**config.mk**
```make
export PLATFORM = sky130hd
export DESIGN_NAME = fpu_bus_if_flat
export DESIGN_NICKNAME = d
export VERILOG_FILES = /design/src/rtl/fpu_bus_if_pkg.sv /design/src/rtl/fpu_bus_if_if.sv /design/src/rtl/fpu_bus_if_regs.sv /design/src/rtl/fpu_bus_if.sv /design/src/flat_wrapper.sv
export SDC_FILE = /design/constraint.sdc
export NUM_CORES = 1
export LEC_CHECK = 0
export BUFFER_PORTS_ARGS = -buffer_cell sky130_fd_sc_hd__buf_4
export CAP_MARGIN = 30
export CORE_MARGIN = 2
export CORE_UTILIZATION = 55
export CTS_BUF_LIST = sky130_fd_sc_hd__clkbuf_8
export DETAILED_ROUTE_END_ITERATION = 10
export GPL_TIMING_DRIVEN = 1
export MAX_ROUTING_LAYER = met4
export PLACE_DENSITY = 0.8
export SYNTH_ARGS = -nofsm -noshare
export SYNTH_HDL_FRONTEND = slang
export SYNTH_SLANG_ARGS = --single-unit
```
**constraint.sdc**
```tcl
create_clock -name clk -period 6.21 [get_ports clk]
set_input_delay 1.242 -clock clk [delete_from_list [all_inputs] [get_ports clk]]
set_output_delay 1.242 -clock clk [all_outputs]
set_load 0.02 [all_outputs]
```
**src/rtl/fpu_bus_if_pkg.sv**
```systemverilog
// Shared types and constants for the Sol-1 byte bus front end of the fpu core.
package pa_fpu;

    typedef enum logic [3:0] {
        FPU_OP_ADD          = 4'd0,
        FPU_OP_SUB          = 4'd1,
        FPU_OP_MUL          = 4'd2,
        FPU_OP_DIV          = 4'd3,
        FPU_OP_SQRT         = 4'd4,
        FPU_OP_INT_TO_FLOAT = 4'd5,
        FPU_OP_FLOAT_TO_INT = 4'd6
    } e_fpu_op;

    localparam e_fpu_op FPU_OP_LAST = FPU_OP_FLOAT_TO_INT;

    localparam logic [3:0] FPU_REG_A0     = 4'h0;
    localparam logic [3:0] FPU_REG_B0     = 4'h4;
    localparam logic [3:0] FPU_REG_CMD    = 4'h8;
    localparam logic [3:0] FPU_REG_STATUS = 4'h9;
    localparam logic [3:0] FPU_REG_CTRL   = 4'hA;
    localparam logic [3:0] FPU_REG_RES0   = 4'hC;

    localparam int STS_BUSY    = 0;
    localparam int STS_DONE    = 1;
    localparam int STS_OVERRUN = 2;
    localparam int STS_TIMEOUT = 3;
    localparam int STS_BAD_OP  = 4;

    typedef enum logic [1:0] {
        IDLE  = 2'd0,
        ISSUE = 2'd1,
        WAIT  = 2'd2,
        DRAIN = 2'd3
    } e_fpu_if_state;

endpackage

```
**src/rtl/fpu_bus_if_if.sv**
```systemverilog
// Byte-wide CPU register bus; the CPU side is the master, the front end the slave.
interface fpu_bus_if_if #(
    parameter int ADDR_W = 4
);
    logic              cs;
    logic              wr;
    logic              rd;
    logic [ADDR_W-1:0] addr;
    logic [7:0]        wdata;
    logic [7:0]        rdata;

    modport master (output cs, wr, rd, addr, wdata, input rdata);
    modport slave  (input cs, wr, rd, addr, wdata, output rdata);
endinterface

```
**src/rtl/fpu_bus_if_regs.sv**
```systemverilog
// Byte-lane register file for the fpu front end: operands, result, status/ctrl, read mux.
module fpu_bus_regs
    import pa_fpu::*;
#(
    parameter int ADDR_W = 4
) (
    input  logic        clk,
    input  logic        arst_n,
    fpu_bus_if_if.slave bus,
    input  logic        busy,
    input  logic        set_done,
    input  logic        set_timeout,
    input  logic [31:0] result_in,
    output logic [31:0] reg_a,
    output logic [31:0] reg_b,
    output logic        cmd_go,
    output logic [3:0]  cmd_op,
    output logic        done,
    output logic        irq_en
);

    logic [31:0] reg_res;
    logic        overrun, timeout, bad_op;
    logic [3:0]  sel;
    logic        mapped, wr_en, rd_en, op_wr, cmd_wr, op_legal;
    logic [7:0]  w1c, rd_mux;

    assign sel      = bus.addr[3:0];
    assign mapped   = (bus.addr >> 4) == ADDR_W'(0);
    assign wr_en    = bus.cs & bus.wr & mapped;
    assign rd_en    = bus.cs & bus.rd;
    assign op_wr    = wr_en & (sel <= FPU_REG_CMD);
    assign cmd_wr   = wr_en & ~busy & (sel == FPU_REG_CMD);
    assign op_legal = bus.wdata[3:0] <= 4'(FPU_OP_LAST);
    assign cmd_go   = cmd_wr & op_legal;
    assign cmd_op   = bus.wdata[3:0];
    assign w1c      = (wr_en && sel == FPU_REG_STATUS) ? bus.wdata : 8'h00;

    always_comb begin
        rd_mux = 8'h00;
        if (mapped) begin
            case (sel)
                4'h0, 4'h1, 4'h2, 4'h3: rd_mux = reg_a[8*sel[1:0] +: 8];
                4'h4, 4'h5, 4'h6, 4'h7: rd_mux = reg_b[8*sel[1:0] +: 8];
                FPU_REG_STATUS:         rd_mux = {3'b000, bad_op, timeout, overrun, done, busy};
                FPU_REG_CTRL:           rd_mux = {7'b0, irq_en};
                4'hC, 4'hD, 4'hE, 4'hF: rd_mux = reg_res[8*sel[1:0] +: 8];
                default:                rd_mux = 8'h00;
            endcase
        end
    end

    // Set events take priority over a W1C landing in the same cycle.
    always_ff @(posedge clk or negedge arst_n) begin
        if (!arst_n) begin
            reg_a     <= '0;
            reg_b     <= '0;
            reg_res   <= '0;
            done      <= 1'b0;
            overrun   <= 1'b0;
            timeout   <= 1'b0;
            bad_op    <= 1'b0;
            irq_en    <= 1'b0;
            bus.rdata <= 8'h00;
        end else begin
            if (wr_en && !busy && sel[3:2] == 2'b00) reg_a[8*sel[1:0] +: 8] <= bus.wdata;
            if (wr_en && !busy && sel[3:2] == 2'b01) reg_b[8*sel[1:0] +: 8] <= bus.wdata;
            if (set_done) reg_res <= result_in;
            if (wr_en && sel == FPU_REG_CTRL) irq_en <= bus.wdata[0];
            done    <= set_done    | (done    & ~cmd_go & ~w1c[STS_DONE]);
            timeout <= set_timeout | (timeout & ~cmd_go & ~w1c[STS_TIMEOUT]);
            overrun <= (op_wr & busy)           | (overrun & ~w1c[STS_OVERRUN]);
            bad_op  <= (cmd_wr & ~op_legal)     | (bad_op  & ~w1c[STS_BAD_OP]);
            if (rd_en) bus.rdata <= rd_mux;
        end
    end

endmodule

```
**src/rtl/fpu_bus_if.sv**
```systemverilog
// Sol-1 bus front end for the fpu core: command FSM, start/cmd_end handshake and watchdog.
module fpu_bus_if
    import pa_fpu::*;
#(
    parameter int TIMEOUT_CYCLES = 1024,
    parameter int ADDR_W         = 4
) (
    input  logic        clk,
    input  logic        arst_n,
    fpu_bus_if_if.slave bus,
    output logic        irq,
    output logic [31:0] fpu_a,
    output logic [31:0] fpu_b,
    output e_fpu_op     fpu_op,
    output logic        fpu_start,
    input  logic [31:0] fpu_result,
    input  logic        fpu_cmd_end,
    input  logic        fpu_busy
);

    e_fpu_if_state state, state_nx;
    logic [15:0]   wdog;
    logic          busy, set_done, set_timeout, cmd_go, done, irq_en;
    logic [3:0]    cmd_op;

    assign busy      = state != IDLE;
    assign fpu_start = (state == ISSUE) || (state == WAIT);
    assign irq       = done & irq_en;

    fpu_bus_regs #(.ADDR_W(ADDR_W)) u_regs (
        .clk         (clk),
        .arst_n      (arst_n),
        .bus         (bus),
        .busy        (busy),
        .set_done    (set_done),
        .set_timeout (set_timeout),
        .result_in   (fpu_result),
        .reg_a       (fpu_a),
        .reg_b       (fpu_b),
        .cmd_go      (cmd_go),
        .cmd_op      (cmd_op),
        .done        (done),
        .irq_en      (irq_en)
    );

    always_ff @(posedge clk or negedge arst_n) begin
        if (!arst_n) state <= IDLE;
        else         state <= state_nx;
    end

    // Watchdog loads TIMEOUT_CYCLES-1 so start stays high exactly TIMEOUT_CYCLES cycles.
    always_ff @(posedge clk or negedge arst_n) begin
        if (!arst_n) begin
            wdog   <= '0;
            fpu_op <= FPU_OP_ADD;
        end else if (cmd_go) begin
            wdog   <= 16'(TIMEOUT_CYCLES - 1);
            fpu_op <= e_fpu_op'(cmd_op);
        end else if (fpu_start && wdog != '0) begin
            wdog <= wdog - 16'd1;
        end
    end

    always_comb begin
        state_nx    = state;
        set_done    = 1'b0;
        set_timeout = 1'b0;
        case (state)
            IDLE:  if (cmd_go) state_nx = ISSUE;
            ISSUE: state_nx = WAIT;
            WAIT: begin
                if (fpu_cmd_end) begin
                    set_done = 1'b1;
                    state_nx = DRAIN;
                end else if (wdog == '0) begin
                    set_timeout = 1'b1;
                    state_nx    = DRAIN;
                end
            end
            DRAIN: if (!fpu_cmd_end && !fpu_busy) state_nx = IDLE;
            default: state_nx = IDLE;
        endcase
    end

endmodule
```
**src/flat_wrapper.sv**
```systemverilog
// flat-port wrapper written by rule: the top's interface ports become plain ports
module fpu_bus_if_flat import pa_fpu::*;
#(
    parameter int TIMEOUT_CYCLES = 1024,
    parameter int ADDR_W         = 4
)
  (clk, arst_n, irq, fpu_a, fpu_b, fpu_op, fpu_start, fpu_result, fpu_cmd_end, fpu_busy, bus_cs, bus_wr, bus_rd, bus_addr, bus_wdata, bus_rdata);
  fpu_bus_if_if #(.ADDR_W(ADDR_W)) bus_i ();
  input  logic clk;
  input  logic arst_n;
  output logic irq;
  output logic [31:0] fpu_a;
  output logic [31:0] fpu_b;
  output e_fpu_op fpu_op;
  output logic fpu_start;
  input  logic [31:0] fpu_result;
  input  logic fpu_cmd_end;
  input  logic fpu_busy;
  input wire logic [$bits(bus_i.cs)-1:0] bus_cs;
  input wire logic [$bits(bus_i.wr)-1:0] bus_wr;
  input wire logic [$bits(bus_i.rd)-1:0] bus_rd;
  input wire logic [$bits(bus_i.addr)-1:0] bus_addr;
  input wire logic [$bits(bus_i.wdata)-1:0] bus_wdata;
  output wire logic [$bits(bus_i.rdata)-1:0] bus_rdata;
  assign bus_i.cs = bus_cs;
  assign bus_i.wr = bus_wr;
  assign bus_i.rd = bus_rd;
  assign bus_i.addr = bus_addr;
  assign bus_i.wdata = bus_wdata;
  assign bus_rdata = bus_i.rdata;
  fpu_bus_if #(.TIMEOUT_CYCLES(TIMEOUT_CYCLES), .ADDR_W(ADDR_W)) u_core (.clk(clk), .arst_n(arst_n), .bus(bus_i), .irq(irq), .fpu_a(fpu_a), .fpu_b(fpu_b), .fpu_op(fpu_op), .fpu_start(fpu_start), .fpu_result(fpu_result), .fpu_cmd_end(fpu_cmd_end), .fpu_busy(fpu_busy));
endmodule
```
Word-level counts from Yosys, hierarchy flattened. Index checks and enable logic that the tools add are counted.

Flip-flop bits (word level): 131. Input bits: 51.

Add/subtract/negate cells: 2. $lt $le $gt $ge: 2. Equal/unequal tests: 21. Shifts and indexed selects: 5. Muxes and demuxes: 16. Bitwise gates (word level): 26. Reduce and logical (&&, ||, !) cells: 22.

Operators with widths (count): $shiftx A32 B6 Y8 (3); $bwmux W32 (2); $pmux W8 S5 (1); $neg A5 Y34 (1); $shift A8 B34 Y32 const A (1); $shiftx A8 B34 Y32 (1); $mux W16 (2); $eq A4 B4 Y1 const B (7); $eq A4 B3 Y1 const B (4); $logic_not A16 Y1 (1); $reduce_bool A16 Y1 (1); $sub A16 B1 Y16 const B (1); $and A1 B1 Y1 (15); $reduce_or A4 Y1 (3); $eq A4 B2 Y1 const B (2); $mux W2 (4); $pmux W2 S4 (1); $logic_and A1 B1 Y1 (7); $not A1 Y1 (7); $mux W1 (5); $mux W5 (1); $eq A2 B1 Y1 const B (2); $eq A2 B2 Y1 const B (2); $eq A4 B1 Y1 const B (1); other kinds (12) (19).

Longest topological paths before layout. Gate-level depths: netlist of run 1.

Word-level depth: 9. Depth in mapped cells: 11. Mapped depth without buffers: 6.

Cells and area by module. Synthesis of run 1 repeated with hierarchy kept, for this count alone.

Cells, all modules: 616. Area total of the unflattened synthesis: 6429.9 um^2.

Modules (own cells, without submodules): fpu_bus_regs (times used 1, cells an instance 490, area an instance 5161.2 um^2); fpu_bus_if (times used 1, cells an instance 126, area an instance 1268.7 um^2).

Worst setup path after synthesis of run 1. No wires, ideal clock.

Path type: input to register. Start point: input bus_addr[1]. End point: register u_core.u_regs.bus.rdata[1]. Arrival: 3.408 ns. Data required time: 6.062 ns. Setup slack: 2.653 ns. Stages: 10. Cells stage by stage: buf_2 -> buf_2 -> inv_1 -> ha_1 -> clkbuf_1 -> o41ai_1 -> clkbuf_1 -> nor2_1 -> a21oi_1 -> o221ai_1.

Word-level cells in the longest chain between the ends: 3. Elaborated cells on any way between the ends: 21. Those cells by class: eq/ne (13); shift (3); mux (1); reduce/logical (4).

RTL lines: start: declaration (line flat_wrapper.sv:22) `input wire logic [$bits(bus_i.addr)-1:0] bus_addr;`; branches (longest 2 deep; another with $shiftx A32 B6 Y8); $pmux W8 S5 * (line fpu_bus_if_regs.sv:42) `case (sel)`; end signal: assignment (line fpu_bus_if_regs.sv:74) `if (rd_en) bus.rdata <= rd_mux;`; end: declaration (line fpu_bus_if_if.sv:13) `modport slave (input cs, wr, rd, addr, wdata, output rdata);`.

Mark *: on every way between the ends. A chain may end at the register's enable or synchronous reset.

Worst setup path in the final report of run 1.
Start point: input bus_addr[1]. End point: register u_core.state[1].

Word-level cells in the longest chain between the ends: 5.

RTL lines: $eq A4 B4 Y1 (line fpu_bus_if_regs.sv:33) `assign cmd_wr = wr_en & ~busy & (sel == FPU_REG_CMD);`; $and A1 B1 Y1 (line fpu_bus_if_regs.sv:33); $and A1 B1 Y1 (line fpu_bus_if_regs.sv:35) `assign cmd_go = cmd_wr & op_legal;`; $ne A2 B2 Y1 (no source line); $reduce_and A3 Y1 (no source line); end signal: assignment (line fpu_bus_if.sv:48) `else state <= state_nx;`; end: declaration (line fpu_bus_if.sv:21) `e_fpu_if_state state, state_nx;`.

Every way passes these cells.

==> impl_metrics.tcl, run 1 <==
set metrics [dict create \
    status "completed" \
    numPortBuffers 128 \
    clkTransAtPathRegs_ps 70 \
    cts-root-buf "clkbuf_8" \
    grt_usage 0.297 \
    rsz0062_at_grt "no" \
    grt_overflow_total 0 \
    yosys_warnings 0 \
    fillCellCount 887 \
    ir_drop_v 0.000238 \
    cts_tree "built" \
    cts.hold.buffers_added 0 \
    synth_nets 643 \
    design_area_um2 7820 \
    crit_required_ps 6570 \
    vias_per_cell 6.14 \
    most-common-layout-cells "buf_4, dfrtp_1, nand2_1, mux2_2" \
    syn_area_per_cell_um2 11.1 \
    min_period_over_period 0.535 \
    critical_path_arrival_ps 3690 \
    finalNonFillerCells 855 \
    yosysTopAreaCell "dfrtp_1" \
    firstDrtPassIters 4 \
    dp_hpwl_mm 12.8 \
    start_kind "input pin" \
    syn_area_um2 6460 \
    antenna_found_initial 0 \
    synthTopCellsByArea "dfrtp_1, mux2_2, mux2i_1" \
    synthesis.instances 582 \
    syn_to_final_growth_pct 21.2 \
    antenna_left 0 \
    ys_seq_area_frac 0.508 \
    slew_headroom 0.419 \
    clk_latency_ps 440 \
    finalCoreUtilization 0.685 \
    dr.first_iter.drc_count 442 \
    ys_ff_latch 131 \
    first_global_vias 5309 \
    clockBufferDepth 2 \
    timing.fmax_ghz 0.301 \
    final_common_cell "buf_4" \
    min_period_ps 3330 \
    r2r-start "u_core.state[1]" \
    worstSetupEndpointType "flop" \
    drv_slew 0 \
    drc 0 \
    h-tree-depth 4 \
    reg2reg_depth 6 \
    async_reset_ff_frac 1.00 \
    die_h_um 112 \
    leakage_nw 3.58 \
    insertedDiodeCount 0 \
    cts_sinks 131 \
    drt-total-wl_mm 17.5 \
    drive_gt1_frac 0.320 \
    path_class "in -> reg" \
    initial_core_util 0.566 \
    hold-path-endpoint "u_core.fpu_op[0]" \
    io_pins 129 \
    grt_pass1_wl_mm 28.0 \
    nNetsFinal 762 \
    hold_depth 2 \
    cellPowerDensity_nw_per_um2 348 \
    avgRoutedWirePerCell_um 20.4 \
    crit_path_max_fanout 34 \
    setup_violations 0 \
    postPlaceCellArea_um2 7500 \
    dieArea_um2 12600 \
    numCtsBuffers 17 \
    cts_setup_buffers 0 \
    tightest_slew_ps 872 \
    reg2reg_slack_ps 3630 \
    hp-class "reg -> reg" \
    layout.area.seq_um2 3280 \
    synth.distinct_cells 54 \
    fin_worst_skew_ps 8.37 \
    num_rows 39 \
    core_um2 11400 \
    die_w_um 112 \
    drv_cap 0 \
    hp-start "u_core.fpu_op[0]" \
    fin_setup_tns_ps 0 \
    hold_viol_final 0 \
    netlist.area_leader.share 0.508 \
    multi_input_area_um2 2940 \
    vias 5251 \
    dp.cells 824 \
    worst_r2r_endpoint "u_core.state[1]" \
    cts_resized 0 \
    routabilityCongestion 0.905 \
    synth_edf_count 0 \
    ys.flop_type "dfrtp_1" \
    grt_max_degree 71 \
]
-- how the worst max path moves through the flow --
stage                     slack, ps                         end   startpoint  cells after the start
after global routing           2760             u_core.state[0]  bus_addr[1]                      7
after floorplan                2650  u_core.u_regs.bus.rdata[1]  bus_addr[1]                     10
after detailed placement       2480             u_core.state[1]  bus_addr[1]                      7
after CTS                      2960             u_core.state[1]  bus_addr[1]                      7
final                          2880             u_core.state[1]  bus_addr[1]                      7
after global placement         2410  u_core.u_regs.bus.rdata[7]  bus_addr[1]                      7
-- cells in the mapped netlist (all sizes together) (4+ instances only) --
cell type  count
dfrtp        131
nand2         70
mux2          43
mux2i         34
o21ai         34
inv           29
a21oi         22
clkbuf        22
a22o          19
mux4          13
nor2          13
and2          12
buf           12
or3           12
ha            10
nand3         10
nor3          10
nor4           9
o31ai          9
or4            9
nand2b         7
o311ai         5
a221o          4
and4           4
o211ai         4
o221ai         4
-- through the flow --
step | total power, mW | hold WS (ps) | setup slack, ps
final | 2.72 | 485 | 2880
after global routing | 2.88 | 518 | 2760
after CTS | 2.73 | 486 | 2960
after detailed placement | 2.14 | 471 | 2480
after global placement | 2.09 | 463 | 2410
after floorplan | 1.78 | 459 | 2650
-- worst max-delay path: stages --
cell and delay [ps]:
buf_4 260, inv_1 190, ha_1 380, nand3b_1 170, or3_1 670, a221oi_1 520
mux2i_1 220
-- cell type report --
| cell class | count | share of cell area |
|---|---|---|
| flip-flops and latches | 131 | 0.419 |
| well taps | 143 | 0.0229 |
| clock inverters | 11 | 0.00656 |
| clock buffers | 19 | 0.0334 |
| repair buffers | 134 | 0.129 |
| multi-input cells | 387 | 0.375 |
| inverters | 30 | 0.0144 |
-- per-layer routing --
layer	track usage	part of all wire
met5	-	0
met4	0.0959	0.017
met3	0.0670	0.074
met2	0.450	0.48
met1	0.404	0.43
-- cells by family (layout without fill, tap and decap cells) --
family,after synthesis,in the layout,synth area share
multiplexers,90,90,0.173
buffers and inverters,64,194,0.0389
AO/OA/AOI/OAI,113,113,0.119
adder cells (fa/ha/maj),10,10,0.0194
AND/OR/NAND/NOR,174,174,0.142
flip-flops,131,131,0.508
-- state kept, by name (all words and copies together) (netlist names) --
register / flops
u_core.u_regs.reg_a: 32
u_core.u_regs.reg_b: 32
u_core.u_regs.reg_res: 32
u_core.wdog: 16
u_core.u_regs.bus.rdata: 8
u_core.fpu_op: 4
u_core.state: 2
u_core.u_regs.bad_op: 1
u_core.u_regs.done: 1
u_core.u_regs.irq_en: 1
u_core.u_regs.overrun: 1
u_core.u_regs.timeout: 1
-- where the power goes --
part	internal [mW]	total, mW	leakage, nW	switching (mW)
Clock	0.281	0.588	0.183	0.307
Combinational	0.431	0.871	1.82	0.440
Sequential	1.08	1.26	1.58	0.184
Total	1.79	2.72	3.58	0.931
Power figures use the tool's default switching activity.
==> run 2: changes to the inputs <==
==> constraint.sdc (replaced) <==
create_clock -name clk -period 3.11 [get_ports clk]
set_input_delay 0.622 -clock clk [delete_from_list [all_inputs] [get_ports clk]]
set_output_delay 0.622 -clock clk [all_outputs]
set_load 0.02 [all_outputs]
==> run 2 against run 1 <==
  * Clock power is 130% higher
  * Critical path depth is 1 lower
  * Hold slack worse by 320 ps
  * Register-to-register slack lost 3000 ps
  * Clock skew up 1.1 ps
  * First-iteration DRC count up 13%
  * Sequential share of layout area is 0.55 points lower
  * Combinational power up 100%
  * Die area stayed put
  * Non-clock buffer count is 5 higher
  * Final area is 1.3% higher
==> impl_metrics.tcl, run 2 (synthesis results as in run 1) <==
set metrics [dict create \
    status "completed" \
    die_h_um 112 \
    path_delay_family "simple AND/OR/NAND/NOR gates" \
    min_period_over_period 0.791 \
    drt-total-wl_mm 17.6 \
    cts.hold.buffers_added 0 \
    cellPowerDensity_nw_per_um2 715 \
    grt_max_degree 49 \
    whs_ps 165 \
    dp_hpwl_mm 12.8 \
    rsz0062_at_grt "no" \
    hold_viol_final 0 \
    drc 0 \
    fin_worst_skew_ps 9.44 \
    clkTransAtPathRegs_ps 70 \
    final_common_cell "buf_4" \
    io_pins 129 \
    crit_path_max_fanout 8 \
    fin_setup_tns_ps 0 \
    slew_headroom 0.565 \
    critPathBufInv 1 \
    min_period_ps 2460 \
    num_rows 39 \
    cts_tree "built" \
    clk_latency_ps 460 \
    cts_setup_buffers 0 \
    clockBufferDepth 2 \
    antenna_left 0 \
    dr.first_iter.drc_count 501 \
    vias 5280 \
    insertedDiodeCount 0 \
    grt_overflow_total 0 \
    setup_violations 0 \
    syn_to_final_growth_pct 22.8 \
    core_um2 11400 \
    hp-class "in -> async" \
    crit_chain "inv_1, ha_1, nand3_1, nor3_1, and2_1, mux2_2" \
    initial_core_util 0.566 \
    worstSetupEndpointType "flop" \
    nNetsFinal 767 \
    timing.fmax_ghz 0.406 \
    fillCellCount 887 \
    avgRoutedWirePerCell_um 20.5 \
    ir_drop_v 0.000534 \
    most-common-layout-cells "buf_4, dfrtp_1, nand2_1, mux2_2" \
    routabilityCongestion 0.865 \
    crit_required_ps 3450 \
    start_kind "flop" \
    numPortBuffers 128 \
    slowest_stage "and2_1" \
    dieArea_um2 12600 \
    cts_sinks 131 \
    h-tree-depth 4 \
    numCtsBuffers 17 \
    drv_cap 0 \
    vias_per_cell 6.15 \
    die_w_um 112 \
    critical_path_arrival_ps 2800 \
    finalCoreUtilization 0.694 \
    drive_gt1_frac 0.327 \
    reg_top3 "u_core.u_regs.reg_a: 32 flops, u_core.u_regs.reg_b: 32 flops, u_core.u_regs.reg_res: 32 flops" \
    firstDrtPassIters 5 \
    leakage_nw 3.63 \
    antenna_found_initial 0 \
    drv_slew 0 \
    tightest_slew_ps 644 \
    grt_usage 0.301 \
    critical_path.max_stage_delay_ps 550 \
    cts-root-buf "clkbuf_8" \
    path_class "reg -> reg" \
    grt_pass1_wl_mm 28.4 \
    cts_resized 0 \
    first_global_vias 5337 \
]
-- run 2: cell count changes in the layout (fill, tap and decap cells not counted), sizes merged --
cell      previous run  this run
clkinv               6         5
buf                133       139
clkinvlp             1         0
inv                 34        32
bufinv               0         2
-- run 2: final cells by class --
type,count,area [um^2],share of cell area
Clock buffer,20,275,0.0347
Clock inverter,9,91.3,0.0115
Inverter,30,113,0.0142
Multi-Input combinational cell,387,2940,0.370
Sequential cell,131,3280,0.414
Tap cell,143,179,0.0226
Timing Repair Buffer,139,1060,0.133
-- run 2: worst reg2reg max path, cell delays in order (launching register included) --
cell     delay, ps
dfrtp_1        400
inv_1          110
ha_1           280
nand3_1        230
nor3_1         380
and2_1         550
mux2_2         410
-- run 2: through the flow --
stage	instance area, um^2	std cells	total power [mW]	setup slack, ps
finish	7930	859	5.67	650
global route	7930	859	5.94	419
CTS	7930	859	5.67	643
detailed placement	7560	830	4.30	243
global placement	7560	830	4.20	417
floorplan	6460	582	3.56	173
-- run 2: worst paths after layout --
path,startpoint,to,slack (ps),cells after the start
max,u_core.state[0],u_core.u_regs.reg_a[30],650,6
max in group asynchronous,arst_n,u_core.u_regs.reg_res[20],2220,2
min reg2reg,u_core.fpu_op[1],u_core.fpu_op[1],480,2
max reg2reg,u_core.state[0],u_core.u_regs.reg_a[30],650,6
min,arst_n,u_core.u_regs.reg_b[25],170,1
min in group clk,fpu_result[13],u_core.u_regs.reg_res[13],390,2
-- run 2: report_power, final --
part | internal (mW) | switching, mW
Clock | 0.747 | 0.631
Sequential | 2.16 | 0.382
Combinational | 0.867 | 0.888
-- run 2: layer usage --
| metal | GRT usage | wire (um) |
|---|---|---|
| met1 | 0.407 | 7300 |
| met2 | 0.455 | 8370 |
| met3 | 0.0578 | 1530 |
| met5 | - | 0 |
| met4 | 0.118 | 387 |
